===== config.mk =====
export PLATFORM = sky130hd
export DESIGN_NAME = uart_tx_cts
export DESIGN_NICKNAME = d
export VERILOG_FILES = /design/src/rtl/uart_tx_cts.sv
export SDC_FILE = /design/constraint.sdc
export NUM_CORES = 1
export LEC_CHECK = 0
export ABC_AREA = 1
export CAP_MARGIN = 20
export CORE_MARGIN = 2
export CORE_UTILIZATION = 40
export CTS_BUF_LIST = sky130_fd_sc_hd__clkbuf_8
export DETAILED_ROUTE_END_ITERATION = 8
export SYNTH_ARGS = -nofsm -noshare
export SYNTH_HDL_FRONTEND = slang
export SYNTH_SLANG_ARGS = --single-unit

===== constraint.sdc =====
create_clock -name clk_i -period 2 [get_ports clk_i]
set_clock_uncertainty 0.1 [all_clocks]
set_input_delay 0.3 -clock clk_i [delete_from_list [all_inputs] [get_ports clk_i]]
set_output_delay 0.3 -clock clk_i [all_outputs]
set_load 0.03 [all_outputs]

===== src/rtl/uart_tx_cts.sv =====
`default_nettype none
// ============================================================================
// Module      : uart_tx_cts
// Description : UART transmitter (8-N-1 / 8-N-2) with hardware CTS flow
//               control. Bytes arrive on a valid/ready sink. A new frame is
//               started only while the synchronised peer CTS is asserted.
// Revision    : 1.0 - initial release
// ============================================================================
module uart_tx_cts #(
  parameter int unsigned CLKS_PER_BIT = 218,  // clk_i cycles per bit, 2..65535
  parameter int unsigned STOP_BITS    = 1     // 1 or 2
) (
  input  logic       clk_i,
  input  logic       reset_i,
  input  logic       valid_i,
  output logic       ready_o,
  input  logic [7:0] data_i,
  input  logic       cts_n_i,
  output logic       tx_serial_o,
  output logic       busy_o
);

  localparam int unsigned        BAUD_W    = (CLKS_PER_BIT > 1) ? $clog2(CLKS_PER_BIT) : 1;
  localparam logic [BAUD_W-1:0]  BAUD_LAST = BAUD_W'(CLKS_PER_BIT - 1);
  // Index of the final stop bit: 0 for one stop bit, 1 for two.
  localparam logic               STOP_LAST = (STOP_BITS == 2);

  typedef enum logic [1:0] {
    S_IDLE  = 2'd0,
    S_START = 2'd1,
    S_DATA  = 2'd2,
    S_STOP  = 2'd3
  } state_t;

  state_t            state_q;
  logic [BAUD_W-1:0] baud_q;
  logic [2:0]        bit_idx_q;
  logic              stop_idx_q;
  logic [7:0]        shift_q;
  logic              tx_q;
  logic              cts_meta_q;
  logic              cts_sync_q;

  logic cts_ok;
  logic bit_end;

  assign cts_ok      = ~cts_sync_q;
  assign bit_end     = (baud_q == BAUD_LAST);
  assign ready_o     = (state_q == S_IDLE) & cts_ok;
  assign busy_o      = (state_q != S_IDLE);
  assign tx_serial_o = tx_q;

  // Two-flop synchroniser for the asynchronous peer CTS; resets to deasserted.
  always_ff @(posedge clk_i or posedge reset_i) begin
    if (reset_i) begin
      cts_meta_q <= 1'b1;
      cts_sync_q <= 1'b1;
    end else begin
      cts_meta_q <= cts_n_i;
      cts_sync_q <= cts_meta_q;
    end
  end

  // Frame FSM: drives the registered serial line, baud and bit counters.
  always_ff @(posedge clk_i or posedge reset_i) begin
    if (reset_i) begin
      state_q    <= S_IDLE;
      baud_q     <= '0;
      bit_idx_q  <= 3'd0;
      stop_idx_q <= 1'b0;
      shift_q    <= 8'h00;
      tx_q       <= 1'b1;
    end else begin
      case (state_q)
        S_IDLE: begin
          baud_q <= '0;
          tx_q   <= 1'b1;
          if (valid_i && ready_o) begin
            shift_q <= data_i;
            tx_q    <= 1'b0;
            state_q <= S_START;
          end
        end

        S_START: begin
          if (bit_end) begin
            baud_q  <= '0;
            tx_q    <= shift_q[0];
            shift_q <= {1'b0, shift_q[7:1]};
            state_q <= S_DATA;
          end else begin
            baud_q <= baud_q + 1'b1;
          end
        end

        S_DATA: begin
          if (bit_end) begin
            baud_q <= '0;
            if (bit_idx_q == 3'd7) begin
              bit_idx_q <= 3'd0;
              tx_q      <= 1'b1;
              state_q   <= S_STOP;
            end else begin
              bit_idx_q <= bit_idx_q + 3'd1;
              tx_q      <= shift_q[0];
              shift_q   <= {1'b0, shift_q[7:1]};
            end
          end else begin
            baud_q <= baud_q + 1'b1;
          end
        end

        S_STOP: begin
          if (bit_end) begin
            baud_q <= '0;
            if (stop_idx_q == STOP_LAST) begin
              stop_idx_q <= 1'b0;
              state_q    <= S_IDLE;
            end else begin
              stop_idx_q <= ~stop_idx_q;
            end
          end else begin
            baud_q <= baud_q + 1'b1;
          end
        end

        default: begin
          state_q <= S_IDLE;
          tx_q    <= 1'b1;
        end
      endcase
    end
  end

endmodule
`default_nettype wire


### After elaboration in Yosys (flattened, before gate mapping)

Cells that the tools add are included.

| cells by class | value |
|---|---|
| $add $sub $neg | 2 |
| equality and inequality tests | 12 |
| mux-type cells | 21 |
| bitwise gates (word level) | 3 |
| reduce and logical (&&, ||, !) cells | 10 |

Operators with widths:

| cell | count |
|---|---|
| $mux W8 | 5 |
| $pmux W8 S3 | 1 |
| $pmux W8 S2 | 1 |
| $mux W2 | 6 |
| $ne A2 B2 Y1 const B | 6 |
| $add A8 B1 Y8 const B | 1 |
| $eq A8 B8 Y1 const B | 1 |
| $pmux W2 S4 | 1 |
| $reduce_and A6 Y1 | 1 |
| $mux W1 | 5 |
| $reduce_and A5 Y1 | 1 |
| $eq A2 B2 Y1 const B | 2 |
| $reduce_and A2 Y1 | 2 |
| $add A3 B1 Y3 const B | 1 |
| $eq A3 B3 Y1 const B | 1 |
| $mux W3 | 1 |
| $pmux W1 S3 | 1 |
| $reduce_and A3 Y1 | 1 |
| $reduce_bool A3 Y1 | 1 |
| $reduce_or A3 Y1 | 1 |
| $eq A2 B1 Y1 const B | 1 |
| $logic_not A2 Y1 | 1 |
| $ne A2 B1 Y1 const B | 1 |
| $not A1 Y1 | 2 |
| other kinds (3) | 3 |

| word-level totals | value |
|---|---|
| register bits after elaboration | 25 |
| input port bits | 12 |
| word-level logic and storage cells | 56 |

### Longest topological paths before layout

Gate-level depths: netlist of run 1.

| depth | value |
|---|---|
| word-level depth | 5 |
| depth in mapped cells | 10 |
| mapped depth without buffers | 9 |

### Least setup slack after synthesis of run 1

Ideal clock, no wire load.

| path | value |
|---|---|
| kind | reg-to-reg |
| from | register state_q[0] |
| to | register tx_q (netlist: tx_serial_o) |
| library setup time | 0.076 ns |
| arrival time | 1.576 ns |
| data required time | 1.824 ns |
| setup slack | 0.248 ns |
| stages on the path, launching flop included | 10 |
| buffers on the path | 0 |
| period minus slack after synthesis | 1.752 ns |
| path through | dfrtp_1 inv_1 ha_1 inv_1 nor2_1 nand2_1 nand2_1 o21ai_0 nand3_1 nand2_1 |

| between the ends | value |
|---|---|
| cells in the longest elaborated chain, start to end | 5 |
| elaborated cells on any way between the ends | 11 |
| those cells by class | 4 x eq/ne; 2 x mux; 1 x bitwise; 4 x reduce/logical |

RTL lines:

| what | line | text |
|---|---|---|
| start: declaration | 35 | `state_t state_q;` |
| start signal: assignment | 67 | `state_q <= S_IDLE;` |
| start signal: assignment | 81 | `state_q <= S_START;` |
| start signal: assignment | 90 | `state_q <= S_DATA;` |
| $logic_not A2 Y1 | 49 | `assign ready_o = (state_q == S_IDLE) & cts_ok;` |
| $and A1 B1 Y1 | 49 |  |
| named net ready_o | 16 | `output logic ready_o,` |
| $logic_and A1 B1 Y1 | 78 | `if (valid_i && ready_o) begin` |
| $mux W1 | 78 |  |
| $pmux W1 S3 | 74 | `case (state_q)` |
| end signal: assignment | 88 | `tx_q <= shift_q[0];` |
| end signal: assignment | 105 | `tx_q <= shift_q[0];` |
| end: declaration | 40 | `logic tx_q;` |

The timed path passes the listed nets, and every way through them passes these cells.
A chain may end at the register's enable or synchronous reset.

### Worst setup path after layout of run 1

| path | value |
|---|---|
| from | register state_q[0] |
| to | output port busy_o |

| between the ends | value |
|---|---|
| cells in the longest elaborated chain, start to end | 1 |

RTL lines:

| what | line | text |
|---|---|---|
| $reduce_bool A2 Y1 | 50 | `assign busy_o = (state_q != S_IDLE);` |
| end: declaration | 20 | `output logic busy_o` |

No other way between the ends.

==> metrics.txt, run 1 <==
# TYPE chip_impl_metric gauge
chip_impl_info{name="outcome",value="finished clean"} 1
chip_impl_metric{name="final.period_utilization",unit=""} 0.9515
chip_impl_metric{name="seq_power_share",unit=""} 0.313
chip_impl_metric{name="nFillCells",unit=""} 317
chip_impl_info{name="final_common_cell",value="nand2_1"} 1
chip_impl_metric{name="power.ir.vdd_worst",unit="mV"} 0.5678
chip_impl_metric{name="grt_use_met2",unit=""} 0.2500
chip_impl_info{name="crit_path_frequent_cell",value="inv_1"} 1
chip_impl_metric{name="place.gp.congestion",unit=""} 0.8418
chip_impl_metric{name="ctsHoldBuffers",unit=""} 0
chip_impl_metric{name="cts_inserted_buffers",unit=""} 3
chip_impl_metric{name="multiInputGateArea",unit="µm²"} 650.6
chip_impl_metric{name="power_per_cell_area",unit="mW/mm²"} 1446
chip_impl_metric{name="global_route_wire_length_before_repair",unit="µm"} 4360
chip_impl_metric{name="power_switching",unit="mW"} 1.002
chip_impl_metric{name="core.rowCount",unit=""} 21
chip_impl_metric{name="drt-wirelength-per-cell",unit="µm"} 11.16
chip_impl_metric{name="area_taken_by_flip_flops_and_latches",unit="µm²"} 604.3
chip_impl_metric{name="cts.sinks",unit=""} 24
chip_impl_metric{name="syn_to_final_growth",unit="%"} 18.81
chip_impl_metric{name="timing.final.hold_violations",unit=""} 0
chip_impl_metric{name="synth.lib_cells_used.distinct",unit=""} 24
chip_impl_metric{name="finalCriticalPeriod",unit="ns"} 1.903
chip_impl_info{name="reg2reg_from",value="bit_idx_q[0]"} 1
chip_impl_metric{name="ios",unit=""} 15
chip_impl_metric{name="drt-vias-per-instance",unit=""} 4.665
chip_impl_metric{name="dp_worst_setup_slack",unit="ns"} 0.02725
chip_impl_info{name="synth_area_leader_cell",value="dfrtp_1"} 1
chip_impl_metric{name="sequential_to_total_area_share_from_yosys_stat",unit=""} 0.4497
chip_impl_metric{name="fp.coreArea",unit="mm²"} 0.003284
chip_impl_info{name="tritoncts_clock_tree",value="done"} 1
chip_impl_metric{name="portion_of_synthesized_cell_area_occupied_by_the_leading_cell_type",unit=""} 0.3911
chip_impl_metric{name="cp_num_buf_inv",unit=""} 3
chip_impl_metric{name="number_of_storage_elements_in_the_synthesis_netlist",unit=""} 24
chip_impl_metric{name="sum_neg_setup_slack",unit="ns"} 0
chip_impl_metric{name="switching_share",unit=""} 0.4342
chip_impl_metric{name="cpPeakStageDelay",unit="ns"} 0.41
chip_impl_metric{name="num_vias",unit=""} 1073
chip_impl_metric{name="postSynthNetCount",unit=""} 188
chip_impl_metric{name="achievable-frequency",unit="MHz"} 525.5
chip_impl_metric{name="h-tree-depth",unit=""} 1
chip_impl_metric{name="dp_hpwl",unit="µm"} 1954
chip_impl_metric{name="max_slew_margin",unit=""} 0.7198
chip_impl_metric{name="max-cap-violations",unit=""} 0
chip_impl_metric{name="share_clk_of_total_power",unit=""} 0.192
chip_impl_metric{name="power.internal",unit="mW"} 1.306
chip_impl_info{name="setup_repair_after_global_routing_missed_its_margin",value="no"} 1
chip_impl_metric{name="dr.first_iter.drc_count",unit=""} 41
chip_impl_metric{name="first_pass_iters",unit=""} 4
chip_impl_metric{name="initial_core_util",unit=""} 0.4091
chip_impl_metric{name="layout.nets",unit=""} 206
chip_impl_metric{name="number_of_antenna_violations_at_the_first_check_in_global_routing",unit=""} 0
chip_impl_metric{name="placed_cells",unit=""} 226
chip_impl_metric{name="detail_route.wirelength",unit="µm"} 2567
chip_impl_metric{name="track_usage",unit=""} 0.1530
chip_impl_metric{name="p_total",unit="mW"} 2.308
chip_impl_info{name="cts_root_buffer",value="clkbuf_8"} 1
chip_impl_metric{name="leakage",unit="nW"} 0.8369
chip_impl_metric{name="clkSlewWorstSetupHoldPaths",unit="ns"} 0.10
chip_impl_metric{name="final_cells",unit=""} 230
chip_impl_metric{name="largest_net_degree_at_the_start_of_global_routing",unit=""} 25
chip_impl_info{name="mostFrequentLayoutCells",value="62 x nand2_1, 21 x dfrtp_1, 18 x nor2_1"} 1
chip_impl_info{name="critical_path.startpoint_type",value="register"} 1
chip_impl_metric{name="layout-drive-gt1-share",unit=""} 0.1087
chip_impl_metric{name="timing_max_transition_violations_final",unit=""} 0
chip_impl_info{name="worst_r2r_endpoint",value="shift_q[5]"} 1
chip_impl_info{name="grt-busiest-layer",value="met2"} 1
chip_impl_metric{name="groute.layer.met3.usage",unit=""} 0.03106
chip_impl_metric{name="die_h",unit="µm"} 61.96
chip_impl_metric{name="die_extent_in_x",unit="µm"} 61.96
chip_impl_metric{name="avgSynthCellArea",unit="µm²"} 8.047
chip_impl_metric{name="timing.final.ws_setup",unit="ns"} 0.09702
chip_impl_metric{name="global_route_total_overflow",unit=""} 0
chip_impl_info{name="netlist_top_cells_area",value="dfrtp_1 39%, nand2_1 17%, ha_1 8.4%"} 1
chip_impl_info{name="cp_cell_sequence",value="inv_1 > ha_1 > inv_1 > dlygate4sd2_1"} 1
chip_impl_info{name="cpMaxStageDelayCell",value="dfrtp_1"} 1
chip_impl_metric{name="setup.reg_to_reg.worst_slack",unit="ns"} 0.22
chip_impl_info{name="crit_family",value="buffers and inverters"} 1
chip_impl_metric{name="met1_usage",unit=""} 0.2005
chip_impl_metric{name="clk_latency",unit="ns"} 0.28
chip_impl_metric{name="part_of_the_total_power_dissipated_in_combinational_logic",unit=""} 0.495
chip_impl_metric{name="drc",unit=""} 0
chip_impl_metric{name="ys.warnings.count",unit=""} 0
chip_impl_info{name="timing_worst_setup_path_type",value="register to primary output"} 1
chip_impl_metric{name="synthesis.area",unit="mm²"} 0.001344
chip_impl_metric{name="postCtsSetupBuffers",unit=""} 0
chip_impl_metric{name="r2r.worst_path.cells",unit=""} 8
chip_impl_metric{name="die_area",unit="mm²"} 0.003839
chip_impl_metric{name="drtAntennaViolNets",unit=""} 0
chip_impl_metric{name="placed_cell_area",unit="mm²"} 0.001531
chip_impl_metric{name="largest_driver_fanout_on_the_critical_path",unit=""} 4
chip_impl_metric{name="worstMarginPinSlew",unit="ns"} 0.4199
chip_impl_metric{name="synthCells",unit=""} 167
chip_impl_metric{name="arrival_time_at_the_worst_endpoint",unit="ns"} 1.50
chip_impl_metric{name="final-setup-viol-count",unit=""} 0
chip_impl_metric{name="cts_max_path_buffers",unit=""} 2
chip_impl_metric{name="grt_pass1_vias",unit=""} 1010
chip_impl_info{name="cp-end-kind",value="primary output"} 1
chip_impl_metric{name="crit_required",unit="ns"} 1.60
chip_impl_metric{name="io_buffers",unit=""} 14
chip_impl_info{name="min-delay-path-class",value="input port to asynchronous set/reset pin"} 1
chip_impl_metric{name="insertedDiodeCount",unit=""} 0
chip_impl_metric{name="finalInstanceArea",unit="mm²"} 0.001597
-- cell families (layout without fill, tap and decap cells) --
family / after synthesis / after routing / share of synthesized area
adders and majority gates: 9 / 9 / 0.08380
and+or+nand+nor: 104 / 104 / 0.3520
xor gates and xnor gates: 2 / 2 / 0.01304
buffers and inverters: 20 / 37 / 0.06610
DFF: 24 / 24 / 0.4497
AOI/OAI and AO/OA: 8 / 8 / 0.03539
-- metrics by stage --
step                      hold slack [ns]  utilization
final                              0.2477       0.4861
after global routing               0.2733       0.4861
after CTS                          0.2626       0.4876
after detailed placement           0.2487       0.4663
after global placement             0.2490       0.4663
after floorplan                    0.2045            -
-- worst max path at each step --
stage	from	to	slack, ns	cells after the start
floorplan	state_q[0]	tx_serial_o	0.25	9
global placement	state_q[0]	ready_o	0.1	5
detailed placement	state_q[0]	ready_o	0.03	5
CTS	state_q[0]	ready_o	0.01	5
global route	state_q[0]	busy_o	0.02	4
finish	state_q[0]	busy_o	0.1	4
-- synth_stat cells --
library cell and instances:
nand4_1 8, o211ai_1 1, dfstp_2 3, nor2_4 1, nand2_2 2, o21ai_2 1, dfrtp_1 21, nand3_1 4
nand3_4 1, o22ai_1 1, a21oi_1 1, inv_1 17, o21ai_0 4, nand2_4 2, buf_8 1, nor2_1 18
nor3_1 2, nand2_1 62, nor3b_1 1, buf_2 2, ha_1 9, xor2_1 2, nor2_2 2, or2_4 1
-- layer usage --
metal / vias up / routed length, µm
met5: - / 0
met4: 0 / 40
met3: 5 / 61
met2: 9 / 1214
met1: 505 / 1251
li1: 554 / -
-- worst min-delay path: cells and delay by family --
kind,cells,cell delay (ns)
buf+inv,3,0.74
-- sequential cells by signal, indices dropped and copies added, names as in the netlist --
register / cells
bit_idx_q: 3
cts_meta_q: 1
state_q: 2
baud_q: 8
shift_q: 8
tx_serial_o: 1
cts_sync_q: 1
-- power groups by stage --
stage	Sequential (mW)	Clock [mW]	Combinational (mW)
after CTS	0.724	0.448	1.16
after floorplan	0.737	0	0.900
after global routing	0.742	0.464	1.31
after detailed placement	0.734	0	1.17
after global placement	0.726	0	1.16
final	0.724	0.442	1.14
-- final cells by class --
type	count	area share
multi-input combinational	123	0.4075
tap	46	0.03605
sequential	24	0.3785
timing repair buffer	16	0.09326
clock buffer	3	0.02586
inverter	17	0.03997
clock inverter	1	0.01881
-- what timing repair did --
item                       CTS  global route
setup endpoints to repair    2             1
pin swaps                    0             0
resized for setup            3             1
hold endpoints to repair     0             0
Power figures use the tool's default switching activity.
==> inputs of run 2 (changes only) <==
- clock period: 2 -> 1.7 ns (I/O delays scaled with it)
==> run 2 against run 1 <==
Cell area rose by 5.7%. Sequential cell count did not move. Combinational power rose by 30%. Sequential power rose by 19%. Register-to-register slack got worse by 0.14 ns. Clock power rose by 15%. Die area did not move.
==> metrics.txt, run 2 (synthesis gave the netlist of run 1 again) <==
# TYPE chip_impl_metric gauge
chip_impl_metric{name="die_area",unit="mm²"} 0.003839
chip_impl_info{name="worst_r2r_endpoint",value="shift_q[6]"} 1
chip_impl_metric{name="clkSlewWorstSetupHoldPaths",unit="ns"} 0.09
chip_impl_info{name="reg2reg_from",value="state_q[0]"} 1
chip_impl_metric{name="largest_driver_fanout_on_the_critical_path",unit=""} 4
chip_impl_metric{name="track_usage",unit=""} 0.1516
chip_impl_metric{name="number_of_antenna_violations_at_the_first_check_in_global_routing",unit=""} 0
chip_impl_info{name="top_regs",value="baud_q: 8 flops, shift_q: 8 flops, bit_idx_q: 3 flops"} 1
chip_impl_info{name="critical_path.startpoint_type",value="register"} 1
chip_impl_metric{name="drt-vias-per-instance",unit=""} 4.658
chip_impl_metric{name="drtAntennaViolNets",unit=""} 0
chip_impl_metric{name="drt-wirelength-per-cell",unit="µm"} 11.06
chip_impl_metric{name="syn_to_final_growth",unit="%"} 25.61
chip_impl_metric{name="finalCriticalPeriod",unit="ns"} 1.646
chip_impl_metric{name="power.ir.vdd_worst",unit="mV"} 0.6353
chip_impl_metric{name="max_slew_margin",unit=""} 0.8048
chip_impl_metric{name="layout.nets",unit=""} 213
chip_impl_metric{name="placed_cell_area",unit="mm²"} 0.001564
chip_impl_metric{name="final.period_utilization",unit=""} 0.9681
chip_impl_metric{name="worstMarginPinSlew",unit="ns"} 0.2939
chip_impl_metric{name="largest_net_degree_at_the_start_of_global_routing",unit=""} 15
chip_impl_metric{name="achievable-frequency",unit="MHz"} 607.6
chip_impl_metric{name="ios",unit=""} 15
chip_impl_metric{name="fp.coreArea",unit="mm²"} 0.003284
chip_impl_info{name="cp-end-kind",value="primary output"} 1
chip_impl_info{name="tritoncts_clock_tree",value="done"} 1
chip_impl_metric{name="dr.first_iter.drc_count",unit=""} 40
chip_impl_metric{name="global_route_total_overflow",unit=""} 0
chip_impl_metric{name="dp_hpwl",unit="µm"} 1948
chip_impl_metric{name="power_per_cell_area",unit="mW/mm²"} 1688
chip_impl_metric{name="cts.sinks",unit=""} 24
chip_impl_metric{name="global_route_wire_length_before_repair",unit="µm"} 4250
chip_impl_metric{name="max-cap-violations",unit=""} 0
chip_impl_metric{name="insertedDiodeCount",unit=""} 0
chip_impl_metric{name="initial_core_util",unit=""} 0.4091
chip_impl_metric{name="setup.reg_to_reg.worst_slack",unit="ns"} 0.08
chip_impl_metric{name="timing_max_transition_violations_final",unit=""} 0
chip_impl_metric{name="timing.final.hold_violations",unit=""} 0
chip_impl_metric{name="r2r.worst_path.cells",unit=""} 7
chip_impl_metric{name="first_pass_iters",unit=""} 4
chip_impl_metric{name="final_cells",unit=""} 237
chip_impl_info{name="final_common_cell",value="nand2_1"} 1
chip_impl_metric{name="sum_neg_setup_slack",unit="ns"} 0
chip_impl_info{name="topRoutingLayerUsed",value="met4"} 1
chip_impl_metric{name="crit_required",unit="ns"} 1.34
chip_impl_metric{name="drc",unit=""} 0
chip_impl_metric{name="leakage",unit="nW"} 0.8756
chip_impl_metric{name="die_h",unit="µm"} 61.96
chip_impl_info{name="outcome",value="finished clean"} 1
chip_impl_metric{name="final-setup-viol-count",unit=""} 0
chip_impl_metric{name="timing.hold.ws",unit="ns"} 0.1843
chip_impl_metric{name="arrival_time_at_the_worst_endpoint",unit="ns"} 1.29
chip_impl_metric{name="met3WireLength",unit="µm"} 73
chip_impl_info{name="timing_worst_setup_path_type",value="register to primary output"} 1
chip_impl_metric{name="cts_max_path_buffers",unit=""} 2
chip_impl_metric{name="layout-drive-gt1-share",unit=""} 0.1885
chip_impl_metric{name="ctsHoldBuffers",unit=""} 0
chip_impl_info{name="min-delay-path-class",value="input port to asynchronous set/reset pin"} 1
chip_impl_metric{name="place.gp.congestion",unit=""} 0.8742
chip_impl_metric{name="num_vias",unit=""} 1104
chip_impl_metric{name="io_buffers",unit=""} 14
chip_impl_metric{name="core.rowCount",unit=""} 21
chip_impl_info{name="cts_root_buffer",value="clkbuf_8"} 1
chip_impl_metric{name="dr_wl_met2",unit="µm"} 1219
chip_impl_metric{name="clk_latency",unit="ns"} 0.27
chip_impl_info{name="mostFrequentLayoutCells",value="61 x nand2_1, 21 x dfrtp_1, 17 x nor2_1"} 1
chip_impl_metric{name="detail_route.wirelength",unit="µm"} 2621
chip_impl_metric{name="grt_pass1_vias",unit=""} 1023
chip_impl_metric{name="finalInstanceArea",unit="mm²"} 0.001688
chip_impl_metric{name="placed_cells",unit=""} 229
chip_impl_metric{name="cts_inserted_buffers",unit=""} 3
chip_impl_metric{name="wl_met1",unit="µm"} 1273
chip_impl_metric{name="die_extent_in_x",unit="µm"} 61.96
chip_impl_metric{name="h-tree-depth",unit=""} 1
==> run 2: cell types whose count changed in the layout (fill, tap and decap cells not counted), moves of 2 or more <==
cell   change
buf_4      +6
inv_1      -3
inv_2      +3
buf_6      +2
ha_1       -2
ha_2       +2
==> run 2: area by class of cell <==
class,count,area [µm²]
inverter,17,63.81
fill,318,1597
clock inverter,1,30.03
tap,46,57.56
sequential,24,604.3
multi-input combinational,123,669.4
timing repair buffer,23,221.5
clock buffer,3,41.29
==> run 2: timing repair <==
item / 4_1_cts / 5_1_grt
setup buffers: 0 / 4
pin swaps: 0 / 2
resized for setup: 1 / 9
endpoints found under the setup margin: 1 / 9
==> run 2: worst max-delay path by stage <==
stage,slack [ns],start,depth (start not counted),endpoint
2_1_floorplan,0.07,state_q[0],8,shift_q[0]
3_3_place_gp,0.05,bit_idx_q[0],8,shift_q[5]
3_5_place_dp,0.05,bit_idx_q[0],8,shift_q[4]
4_1_cts,0.02,bit_idx_q[0],8,shift_q[4]
5_1_grt,-0.01,state_q[1],5,ready_o
6_report,0.05,state_q[0],5,ready_o
==> run 2: through the flow <==
stage / util / worst slack (ns) / power [mW]
after floorplan: - / 0.06730 / 1.937
after global placement: 0.4762 / 0.04785 / 2.235
after detailed placement: 0.4762 / 0.04657 / 2.253
after CTS: 0.4975 / 0.01533 / 2.760
after global routing: 0.5139 / -0.01004 / 3.108
final: 0.5139 / 0.05423 / 2.849
==> run 2: critical path, cell delays in order, from the launching register on <==
cell and delay (ns):
dfrtp_1 0.43, inv_2 0.10, ha_2 0.18, inv_2 0.05, nor2_2 0.11, buf_6 0.15
==> run 2: routing by layer <==
metal,global-route usage,vias up
met1,0.2116,512
li1,-,568
met2,0.2292,18
met5,0,-
met4,0.06991,0
met3,0.02484,6
==> run 2: power breakdown <==
part | total (mW) | switching, mW | leakage (nW) | internal (mW)
registers | 0.858 | 0.110 | 0.308 | 0.748
clock network | 0.509 | 0.194 | 0.0357 | 0.315
logic | 1.48 | 0.907 | 0.532 | 0.574
==> inputs of run 3 (changes only) <==
- CORE_UTILIZATION: 40 -> 45
- PLACE_DENSITY: not set -> 0.66
- clock period: 1.7 -> 2.15 ns (I/O delays scaled with it)
==> run 3 against run 2 <==
Sequential share of layout area grew 2.8 points. Cell count shrank 9.3%. Cell area shrank 7.3%. Power shrank 28%. Setup slack gained 0.12 ns. Global-route usage grew 1.8 points. Wire length shrank 4.0%. Non-clock buffer count shrank 7. Core utilization grew 4.4 points. First-iteration DRC count grew 23%. Sequential power shrank 21%. Largest cell class unchanged. Die area shrank 10%.
==> metrics.txt, run 3 (synthesis gave the netlist of run 1 again) <==
# TYPE chip_impl_metric gauge
chip_impl_info{name="outcome",value="finished clean"} 1
chip_impl_metric{name="layout-drive-gt1-share",unit=""} 0.1033
chip_impl_metric{name="drt-vias-per-instance",unit=""} 4.977
chip_impl_metric{name="power.internal",unit="mW"} 1.122
chip_impl_metric{name="share_clk_of_total_power",unit=""} 0.150
chip_impl_metric{name="detail_route.wirelength",unit="µm"} 2515
chip_impl_info{name="reg2reg_from",value="state_q[0]"} 1
chip_impl_metric{name="ios",unit=""} 15
chip_impl_metric{name="dr.first_iter.drc_count",unit=""} 49
chip_impl_info{name="cts_root_buffer",value="clkbuf_8"} 1
chip_impl_metric{name="die_extent_in_x",unit="µm"} 58.65
chip_impl_metric{name="seq_power_share",unit=""} 0.331
chip_impl_metric{name="die_area",unit="mm²"} 0.003439
chip_impl_metric{name="number_of_antenna_violations_at_the_first_check_in_global_routing",unit=""} 0
chip_impl_metric{name="clkSlewWorstSetupHoldPaths",unit="ns"} 0.09
chip_impl_metric{name="drtAntennaViolNets",unit=""} 0
chip_impl_metric{name="sum_neg_setup_slack",unit="ns"} 0
chip_impl_info{name="min_delay_worst_endpoint",value="cts_sync_q"} 1
chip_impl_metric{name="max_slew_margin",unit=""} 0.7349
chip_impl_metric{name="timing.final.hold_violations",unit=""} 0
chip_impl_metric{name="timing.hold.ws",unit="ns"} 0.2667
chip_impl_metric{name="layout.nets",unit=""} 206
chip_impl_info{name="top_regs",value="baud_q: 8 flops, shift_q: 8 flops, bit_idx_q: 3 flops"} 1
chip_impl_info{name="mostFrequentLayoutCells",value="62 x nand2_1, 21 x dfrtp_1, 18 x nor2_1"} 1
chip_impl_info{name="cp_cell_sequence",value="inv_1 > ha_1 > inv_1 > nor2_1 > dlygate4sd2_1"} 1
chip_impl_metric{name="final-setup-viol-count",unit=""} 0
chip_impl_metric{name="dr_wl_met2",unit="µm"} 1204
chip_impl_metric{name="power_per_cell_area",unit="mW/mm²"} 1303
chip_impl_metric{name="part_of_the_total_power_dissipated_in_combinational_logic",unit=""} 0.519
chip_impl_metric{name="r2r.worst_path.cells",unit=""} 7
chip_impl_info{name="topRoutingLayerUsed",value="met4"} 1
chip_impl_metric{name="leakage",unit="nW"} 0.8323
chip_impl_metric{name="grt_pass1_vias",unit=""} 1043
chip_impl_metric{name="finalCriticalPeriod",unit="ns"} 1.978
chip_impl_info{name="tritoncts_clock_tree",value="done"} 1
chip_impl_metric{name="die_h",unit="µm"} 58.65
chip_impl_metric{name="met3WireLength",unit="µm"} 100
chip_impl_metric{name="max-cap-violations",unit=""} 0
chip_impl_metric{name="num_vias",unit=""} 1070
chip_impl_info{name="final_common_cell",value="nand2_1"} 1
chip_impl_metric{name="insertedDiodeCount",unit=""} 0
chip_impl_info{name="critical_path.startpoint_type",value="register"} 1
chip_impl_metric{name="largest_net_degree_at_the_start_of_global_routing",unit=""} 25
chip_impl_metric{name="worstMarginPinSlew",unit="ns"} 0.3971
chip_impl_metric{name="syn_to_final_growth",unit="%"} 16.48
chip_impl_metric{name="switching_share",unit=""} 0.4500
chip_impl_metric{name="timing_max_transition_violations_final",unit=""} 0
chip_impl_info{name="setup_repair_after_global_routing_missed_its_margin",value="no"} 1
chip_impl_metric{name="fp.coreArea",unit="mm²"} 0.002805
chip_impl_metric{name="cts_inserted_buffers",unit=""} 3
chip_impl_metric{name="cpPeakStageDelay",unit="ns"} 0.42
chip_impl_metric{name="achievable-frequency",unit="MHz"} 505.7
chip_impl_info{name="worst_r2r_endpoint",value="shift_q[5]"} 1
chip_impl_info{name="cp-end-kind",value="primary output"} 1
chip_impl_metric{name="drc",unit=""} 0
chip_impl_info{name="timing_worst_setup_path_type",value="register to primary output"} 1
chip_impl_metric{name="dp_hpwl",unit="µm"} 1912
chip_impl_metric{name="first_pass_iters",unit=""} 4
chip_impl_metric{name="global_route_wire_length_before_repair",unit="µm"} 4533
chip_impl_metric{name="global_route_total_overflow",unit=""} 0
chip_impl_metric{name="finalInstanceArea",unit="mm²"} 0.001565
chip_impl_metric{name="arrival_time_at_the_worst_endpoint",unit="ns"} 1.56
chip_impl_metric{name="crit_required",unit="ns"} 1.73
chip_impl_metric{name="largest_driver_fanout_on_the_critical_path",unit=""} 4
chip_impl_metric{name="cts.sinks",unit=""} 24
chip_impl_metric{name="power_switching",unit="mW"} 0.9178
chip_impl_metric{name="cts_max_path_buffers",unit=""} 2
chip_impl_metric{name="ctsHoldBuffers",unit=""} 0
chip_impl_info{name="min-delay-path-class",value="register to register"} 1
chip_impl_metric{name="initial_core_util",unit=""} 0.4790
chip_impl_info{name="hold_crit_start",value="cts_meta_q"} 1
chip_impl_metric{name="clk_latency",unit="ns"} 0.26
chip_impl_metric{name="wl_met1",unit="µm"} 1179
chip_impl_metric{name="h-tree-depth",unit=""} 1
chip_impl_info{name="cpMaxStageDelayCell",value="dfrtp_1"} 1
chip_impl_metric{name="placed_cell_area",unit="mm²"} 0.001513
chip_impl_metric{name="final.period_utilization",unit=""} 0.9198
chip_impl_metric{name="p_total",unit="mW"} 2.040
chip_impl_metric{name="place.gp.congestion",unit=""} 0.7727
chip_impl_metric{name="whs_path_depth",unit=""} 0
chip_impl_metric{name="track_usage",unit=""} 0.1691
chip_impl_metric{name="drt-wirelength-per-cell",unit="µm"} 11.70
chip_impl_metric{name="setup.reg_to_reg.worst_slack",unit="ns"} 0.39
chip_impl_metric{name="core.rowCount",unit=""} 19
chip_impl_metric{name="io_buffers",unit=""} 14
chip_impl_metric{name="power.ir.vdd_worst",unit="mV"} 0.8700
chip_impl_info{name="crit_path_frequent_cell",value="inv_1"} 1
-- run 3: how the worst max path moves through the flow --
stage                     slack, ns       start          end
final                          0.17  state_q[0]      ready_o
after global routing           0.04  state_q[0]      ready_o
after CTS                      0.16  state_q[0]      ready_o
after detailed placement       0.18  state_q[0]      ready_o
after global placement         0.21  state_q[0]      ready_o
after floorplan                0.40  state_q[0]  tx_serial_o
-- run 3: final cells by class --
cell class / instances / area, µm²
flip-flops and latches: 24 / 604.3
fillers: 276 / 1240
inverters: 17 / 63.81
clock buffers: 4 / 55.05
repair buffers: 16 / 152.6
multi-input cells: 123 / 650.6
well taps: 31 / 38.79
-- run 3: layer usage --
layer / track usage / vias up
met2: 0.2825 / 15
met3: 0.03736 / 4
met1: 0.2266 / 493
met4: 0.03571 / 0
li1: - / 558
met5: 0 / -
-- run 3: worst max-delay path, delay by kind of cell, from the launching register on --
kind	cells	cell delay, ns
buffers and inverters	3	0.60
AND/OR/NAND/NOR	1	0.13
flip-flops	1	0.42
adder cells (fa/ha/maj)	1	0.15
-- run 3: what timing repair did --
item | CTS | global route
gates resized for setup | 2 | 0
setup endpoints to repair | 2 | 0
buffers inserted | 0 | 0
-- run 3: metrics by stage --
step	instances	setup WS, ns	util
after CTS	215	0.1585	0.5580
after global placement	211	0.2138	0.5393
after detailed placement	211	0.1782	0.5393
after floorplan	167	0.3976	-
final	215	0.1724	0.5580
after global routing	215	0.04468	0.5580
-- run 3: power by group through the flow --
stage | logic (mW) | clock network (mW) | registers (mW)
floorplan | 0.837 | 0 | 0.686
global placement | 1.06 | 0 | 0.675
detailed placement | 1.08 | 0 | 0.684
CTS | 1.07 | 0.313 | 0.676
global route | 1.21 | 0.330 | 0.697
finish | 1.06 | 0.306 | 0.675
